`src/rtl/conv_frame_ctrl.sv`:
```
// Frame controller for a pipelined 3x3 convolution.
// Walks the image in raster order, tracks which accepted pixels complete a
// full 3x3 window, delays that flag by the convolution latency to produce
// the result write strobe, and checks the result count at end of frame.
module conv_frame_ctrl #(
  parameter int IMG_W    = 8,
  parameter int IMG_H    = 8,
  parameter int PIPE_LAT = 4,
  // Address widths carry one extra count so the end-of-frame values
  // (IMG_W*IMG_H for rd_addr, the full result count for out_addr) are
  // representable without wrapping.
  localparam int NPIX = IMG_W * IMG_H,
  localparam int NRES = (IMG_W - 2) * (IMG_H - 2),
  localparam int RD_W = $clog2(NPIX + 1),
  localparam int OA_W = $clog2(NRES + 1)
) (
  input  logic            clk,
  input  logic            reset,
  input  logic            start,
  input  logic            abort,
  input  logic            pix_valid,
  output logic            pix_ready,
  output logic            stage1_en,
  output logic [RD_W-1:0] rd_addr,
  output logic            out_we,
  output logic [OA_W-1:0] out_addr,
  output logic            busy,
  output logic            done,
  output logic            frame_err
);

  localparam int CW   = $clog2(IMG_W);
  localparam int RW   = $clog2(IMG_H);
  localparam int DC_W = (PIPE_LAT > 1) ? $clog2(PIPE_LAT) : 1;

  localparam logic [CW-1:0]   COL_LAST   = CW'(IMG_W - 1);
  localparam logic [RW-1:0]   ROW_LAST   = RW'(IMG_H - 1);
  localparam logic [DC_W-1:0] DRAIN_LAST = DC_W'(PIPE_LAT - 1);
  localparam logic [OA_W-1:0] RES_TOTAL  = OA_W'(NRES);

  typedef enum logic [1:0] {
    S_IDLE  = 2'd0,
    S_FEED  = 2'd1,
    S_DRAIN = 2'd2,
    S_DONE  = 2'd3
  } state_t;

  state_t              state_q, state_d;
  logic [RW-1:0]       row_q, row_d;
  logic [CW-1:0]       col_q, col_d;
  logic [RD_W-1:0]     rd_q, rd_d;
  logic [OA_W-1:0]     oa_q, oa_d;
  logic [DC_W-1:0]     dcnt_q, dcnt_d;
  logic [PIPE_LAT-1:0] dly_q, dly_d;
  logic                err_q, err_d;
  logic                win;

  // Shift one window flag into the latency-matching delay line.
  function automatic logic [PIPE_LAT-1:0] shift_in(input logic [PIPE_LAT-1:0] line,
                                                    input logic             bit_in);
    logic [PIPE_LAT-1:0] r;
    r[0] = bit_in;
    for (int i = 1; i < PIPE_LAT; i++) r[i] = line[i-1];
    return r;
  endfunction

  assign rd_addr   = rd_q;
  assign out_addr  = oa_q;
  assign out_we    = dly_q[PIPE_LAT-1];
  assign frame_err = err_q;

  // State and counter registers; everything returns to idle/zero on reset.
  always_ff @(posedge clk or posedge reset) begin
    if (reset) begin
      state_q <= S_IDLE;
      row_q   <= '0;
      col_q   <= '0;
      rd_q    <= '0;
      oa_q    <= '0;
      dcnt_q  <= '0;
      dly_q   <= '0;
      err_q   <= 1'b0;
    end else begin
      state_q <= state_d;
      row_q   <= row_d;
      col_q   <= col_d;
      rd_q    <= rd_d;
      oa_q    <= oa_d;
      dcnt_q  <= dcnt_d;
      dly_q   <= dly_d;
      err_q   <= err_d;
    end
  end

  // Next-state logic, raster counters, delay line and decoded outputs.
  always_comb begin
    state_d   = state_q;
    row_d     = row_q;
    col_d     = col_q;
    rd_d      = rd_q;
    oa_d      = oa_q + OA_W'(out_we);
    dcnt_d    = dcnt_q;
    dly_d     = dly_q;
    err_d     = err_q;
    pix_ready = (state_q == S_FEED);
    stage1_en = pix_valid & pix_ready;
    busy      = (state_q != S_IDLE);
    done      = (state_q == S_DONE);
    // A pixel at row>=2, col>=2 is the bottom-right corner of a full window.
    win       = stage1_en && (row_q >= RW'(2)) && (col_q >= CW'(2));

    case (state_q)
      S_IDLE: begin
        if (start && !abort) begin
          state_d = S_FEED;
          row_d   = '0;
          col_d   = '0;
          rd_d    = '0;
          oa_d    = '0;
          dcnt_d  = '0;
          dly_d   = '0;
        end
      end
      S_FEED: begin
        // The line shifts on bubbles too, so latency stays fixed in cycles.
        dly_d = shift_in(dly_q, win);
        if (stage1_en) begin
          rd_d = rd_q + RD_W'(1);
          if (col_q == COL_LAST) begin
            col_d = '0;
            if (row_q == ROW_LAST) begin
              row_d   = '0;
              state_d = S_DRAIN;
            end else begin
              row_d = row_q + RW'(1);
            end
          end else begin
            col_d = col_q + CW'(1);
          end
        end
      end
      S_DRAIN: begin
        dly_d  = shift_in(dly_q, 1'b0);
        dcnt_d = dcnt_q + DC_W'(1);
        if (dcnt_q == DRAIN_LAST) state_d = S_DONE;
      end
      S_DONE: begin
        if (oa_q != RES_TOTAL) err_d = 1'b1;
        state_d = S_IDLE;
      end
      default: state_d = S_IDLE;
    endcase

    // Abort overrides every other transition and discards in-flight flags.
    if (abort && (state_q != S_IDLE)) begin
      state_d = S_IDLE;
      dly_d   = '0;
    end
  end

endmodule

```
`config.mk`:
```
export PLATFORM = sky130hd
export DESIGN_NAME = conv_frame_ctrl
export DESIGN_NICKNAME = d
export VERILOG_FILES = /design/src/rtl/conv_frame_ctrl.sv
export SDC_FILE = /design/constraint.sdc
export NUM_CORES = 1
export LEC_CHECK = 0
export CAP_MARGIN = 20
export CORE_UTILIZATION = 44
export DETAILED_ROUTE_END_ITERATION = 10
export PLACE_DENSITY = 0.67
export SLEW_MARGIN = 15
export SYNTH_ARGS = -nofsm -noshare
export SYNTH_HDL_FRONTEND = slang
export SYNTH_SLANG_ARGS = --single-unit
```
`constraint.sdc`:
```
create_clock -name clk -period 1.75 [get_ports clk]
set_input_delay 0.35 -clock clk [delete_from_list [all_inputs] [get_ports clk]]
set_output_delay 0.35 -clock clk [all_outputs]
set_load 0.01 [all_outputs]
```
# Yosys cells after proc, flatten, opt, wreduce, memory -nomap -nowiden
# Index checks and enable logic that the tools add are counted.
dict set report word_totals {
  in_bits 5
  regBits 28
  wordCells 72
}
dict set report op_classes {
  n_eq_ne 15
  n_lt_le_gt_ge 2
  n_reduce_logical 16
  n_bitwise 1
  muxes 25
  add_sub_neg 5
}
# operator count
set op_table {}
lappend op_table {{3-bit 2-to-1 mux} 6}
lappend op_table {{2-bit 2-to-1 mux} 7}
lappend op_table {{7-bit 2-to-1 mux} 2}
lappend op_table {{7-bit one-hot mux with 2 select lines} 1}
lappend op_table {{6-bit 2-to-1 mux} 2}
lappend op_table {{3-bit one-hot mux with 2 select lines} 2}
lappend op_table {{4-bit one-hot mux with 3 select lines} 1}
lappend op_table {{3-bit by 1-bit inequality test with 1-bit output (second input constant)} 3}
lappend op_table {{4-bit 2-to-1 mux} 2}
lappend op_table {{2-bit one-hot mux with 4 select lines} 1}
lappend op_table {{7-bit by 1-bit adder with 7-bit output (second input constant)} 1}
lappend op_table {{3-bit by 1-bit adder with 3-bit output (second input constant)} 2}
lappend op_table {{6-bit by 1-bit adder with 6-bit output} 1}
lappend op_table {{2-bit equality test (second input constant)} 3}
lappend op_table {{3-bit equality test (second input constant)} 2}
lappend op_table {{3-bit by 2-bit greater-or-equal comparator with 1-bit output (second input constant)} 2}
lappend op_table {{3-bit inequality test (second input constant)} 2}
lappend op_table {{6-bit inequality test (second input constant)} 1}
lappend op_table {{2-bit AND reduction} 3}
lappend op_table {{2-bit nonzero test} 3}
lappend op_table {{5-bit AND reduction} 1}
lappend op_table {{1-bit logical AND} 4}
lappend op_table {{2-bit by 1-bit inequality test with 1-bit output (second input constant)} 2}
lappend op_table {{2-bit one-hot mux with 2 select lines} 1}
lappend op_table {{9 further kinds} 9}

# Depth between registers and ports, before layout
dict set report logic_depth {
  ltp_word 6
  ltp_mapped 7
  mapped_depth_nobuf 6
}

# Least setup slack after synthesis
# OpenSTA, ideal clock, no wires.
dict set report synth_timing {
  path_type {register -> register}
  from {register state_q[1]}
  to {register col_q[2]}
  path_stages_with_launch 7
  t_required_ns 1.629
  period_less_slack_ns 1.613
  setup_slack_ns 0.137
  arrival_ns 1.492
  path_buffers 1
  cell_sequence {dfrtp_1 > inv_1 > ha_1 > nand2_1 > a22o_1 > buf_6 > a22o_1}
}
dict set report synth_between {
  elab_chain_len 4
  word_cells_on_any_way 8
}
# element line
set synth_lines {}
lappend synth_lines {{from (decl)} 48} ;# state_t state_q, state_d;
lappend synth_lines {{from (signal assigned)} 84} ;# state_q <= state_d;
lappend synth_lines {{2-bit by 1-bit equality test with 1-bit output (*)} 105} ;# pix_ready = (state_q == S_FEED);
lappend synth_lines {{named net pix_ready} 22} ;# output logic pix_ready,
lappend synth_lines {{1-bit bitwise AND} 106} ;# stage1_en = pix_valid & pix_ready;
lappend synth_lines {{2-bit by 1-bit inequality test with 1-bit output (no source line)} -}
lappend synth_lines {{3-bit AND reduction (no source line)} -}
lappend synth_lines {{to (signal assigned)} 86} ;# col_q <= col_d;
lappend synth_lines {{to (decl)} 50} ;# logic [CW-1:0] col_q, col_d;
# The timed path passes the listed nets; every way through them passes the cells marked *.
# A chain may end at the register's enable or synchronous reset.

# Worst setup path after layout
dict set report layout_timing {
  from {register state_q[0]}
  to {register rd_q[1] (netlist: rd_addr[1])}
}
dict set report layout_between {
  elab_chain_len 4
  word_cells_on_any_way 8
}
# element line
set layout_lines {}
lappend layout_lines {{2-bit by 1-bit equality test with 1-bit output} {105, 112}}
lappend layout_lines {{1-bit bitwise AND} 106}
lappend layout_lines {{2-bit by 1-bit inequality test with 1-bit output (no source line)} -}
lappend layout_lines {{3-bit AND reduction (no source line)} -}
lappend layout_lines {{to (signal assigned)} 87} ;# rd_q <= rd_d;
lappend layout_lines {{to (decl)} 51} ;# logic [RD_W-1:0] rd_q, rd_d;
# Several ways; a longest one is shown, not always the timed one.

==> impl_metrics.toml <==
[routing]
first_pass_iters = 4
drc = 0
num_vias = 1209
drt-wirelength-per-cell_um = 12.9
ant_nets = 0
drt_iter0_markers = 28
drt_wl_total_mm = 3.08
via_per_inst = 5.06

[timing]
finalSetupViolCount = 0
max_slew_margin_pct = 76.3
worst_pin_slew_ns = 0.355
layout_min_cycle_time_ns = 1.72
finClkSkew_ns = 0.00714
hold_viol = 0
period_share_pct = 98.2
rsz0062_at_grt = "false"
max_freq_mhz = 582
whs_ns = 0.360
setup_slack_ns = 0.0307
maxSlewViolCount = 0

[critical_path]
path_cells = "buf_4 -> ha_4 -> buf_4 -> nand2b_1 -> a22o_4 -> a22o_2"
r2r_cells = 6
end_kind = "flip-flop"
cpMaxStageDelayCell = "dfrtp_1"
slowest_delay_ns = 0.41
worstPathArrival_ns = 1.95
crit_required_ns = 1.98
crit_top_cell = "buf_4"
worstSetupPathType = "reg -> reg"
crit_fanout = 11
critPathLaunchType = "flip-flop"

[grt]
use_met2_pct = 32.6
antenna_found_initial = 0
busiest_layer = "met2"
grt_use_met3_pct = 1.89
grt_max_degree = 29
grt_pass1_vias = 1167
grt.overflow.total = 0
gr-usage-met1_pct = 23.5
grtUsageTotal_pct = 18.4
grt_pass1_wl_mm = 5.03

[cts]
cts_root_buf = "clkbuf_4"
clock_latency_ns = 0.33
cts_hold_buf = 0
cts-htree-levels = 1
cts_sinks = 28
numCtsBuffers = 3
cts_tree = "built"
clockBufferDepth = 2
cts.clk_slew.worst_paths_ns = 0.16

[layout]
nets = 213
diodes = 0
stdcell_area_mm2 = 0.00202
layout_commonest_cell = "dfrtp_1"
area.growth.synth_to_final_pct = 30.9
nFillCells = 305
layout_common_cells = "dfrtp_1 (27), nand2_1 (22), clkdlybuf4s50_1 (19)"
drive_above_1_share_pct = 19.7
fin_util_pct = 60.2

[logic_synthesis]
synth-seq-area-share_pct = 45.3
synth_area_leader_cell = "dfrtp_1"
synth_cells = 153
yosysWarningCount = 0
synthTopCellsByArea = "dfrtp_1 (45%), ha_1 (11%), nand2_1 (5.6%), inv_1 (3.4%), mux2i_1 (2.6%)"
yosysTopAreaCellShare_pct = 45.3
syn_avg_cell_area_um2 = 10.1
ys_types = 37
ys_ff_latch = 28
synth_nets = 172
syn_area_mm2 = 0.00155

[placed_design]
gp_congestion = 0.828
dpl_cell_area_mm2 = 0.00191
place_ws_ns = -0.107
dp_hpwl_mm = 2.31
port_buffers = 23

[floorplan]
die_y_um = 61.3
start_util_pct = 45.9
rows = 21
die_area_mm2 = 0.00375
die_w_um = 61.3
coreArea_mm2 = 0.00336
ios = 24

[min_path]
min_path_type = "in -> async"

[run_status]
outcome = "finished clean"

[power_and_ir_drop]
ir_drop_v = 0.000663
total_leakage_power_nw = 0.953
p_per_area_mw_per_mm2 = 1390

[flow_run]
maxCapViolations = 0
worst paths after layout:
check / slack [ns] / to / from
max reg2reg: 0.03 / rd_addr[1]$_DFFE_PP0P_ / state_q[0]$_DFFE_PP0P_
max in group asynchronous: 1.11 / out_addr[3]$_DFF_PP0_ / reset
min reg2reg: 0.47 / frame_err$_DFFE_PP0P_ / frame_err$_DFFE_PP0P_
max: 0.03 / rd_addr[1]$_DFFE_PP0P_ / state_q[0]$_DFFE_PP0P_
min in group clk: 0.47 / frame_err$_DFFE_PP0P_ / frame_err$_DFFE_PP0P_
min: 0.36 / out_addr[1]$_DFF_PP0_ / reset
power by group:
group | switching, mW | internal [mW]
clock network | 0.198 | 0.231
registers | 0.110 | 0.774
logic | 0.769 | 0.726
total | 1.08 | 1.73
registers in the layout, summed over array words and instances (netlist names):
| name | flops |
|---|---|
| frame_err | 1 |
| state_q | 2 |
| rd_addr | 7 |
| dcnt_q | 2 |
| dly_q | 4 |
| col_q | 3 |
| out_addr | 6 |
| row_q | 3 |
kinds of logic (layout without fill, tap and decap cells):
logic type	Yosys count	after routing	synth area share (%)
XOR/XNOR	4	4	2.27
AND/OR/NAND/NOR	54	54	17.3
buffers and inverters	15	55	4.13
AO/OA/AOI/OAI	32	32	15.3
flip-flops	28	28	45.3
adder cells (fa/ha/maj)	14	14	11.3
multiplexers	6	6	4.29
metrics by stage:
stage          std cells  TNS, ns  power (mW)
2_1_floorplan        153        0        1.72
3_3_place_gp         233   -0.245        2.21
3_5_place_dp         233   -0.759        2.25
4_1_cts              239  -0.0872        2.75
5_1_grt              239        0        3.01
6_report             239        0        2.81
layout make-up:
cell class              count  area, um2  area share, %
clock buffers               3       22.5           1.11
flip-flops and latches     28        702           34.7
clock inverters             1       30.0           1.48
multi-input cells         110        841           41.6
repair buffers             37        315           15.6
well taps                  46       57.6           2.84
inverters                  14       55.1           2.72
cell usage after synthesis (all sizes together):
library cell and count:
nand3 7, a21oi 4, o2bb2ai 1, a22oi 1
o211ai 2, buf 1, xnor2 2, o211a 2
nand3b 2, o31ai 3, nor4 1, or2b 1
mux2 2, a32o 2, nor3 1, nor2b 3
and2 2, xor2 2, mux2i 4, o311ai 2
dfrtp 28, nand2 23, nor4b 1, nor2 10
nor3b 1, inv 14, a21o 1, a22o 4
nand2b 2, o21ai 10, ha 14
metal layers:
layer	wire [um]	vias up
li1	-	612
met1	1480	578
met2	1530	17
met3	59	2
met4	21	0
met5	0	-
critical path: cells and delay by family, from the launching register on:
family | cells | cell delay (ns)
compound gates | 2 | 0.55
flops | 1 | 0.41
buf+inv | 2 | 0.31
simple gates | 1 | 0.18
fa+ha+maj | 1 | 0.17
what timing repair did:
action,CTS,global route
resized for setup,16,14
endpoints found under the setup margin,11,15
pin swaps,0,1
setup buffers,2,0
Note: power is estimated with default switching activity, not from simulation.
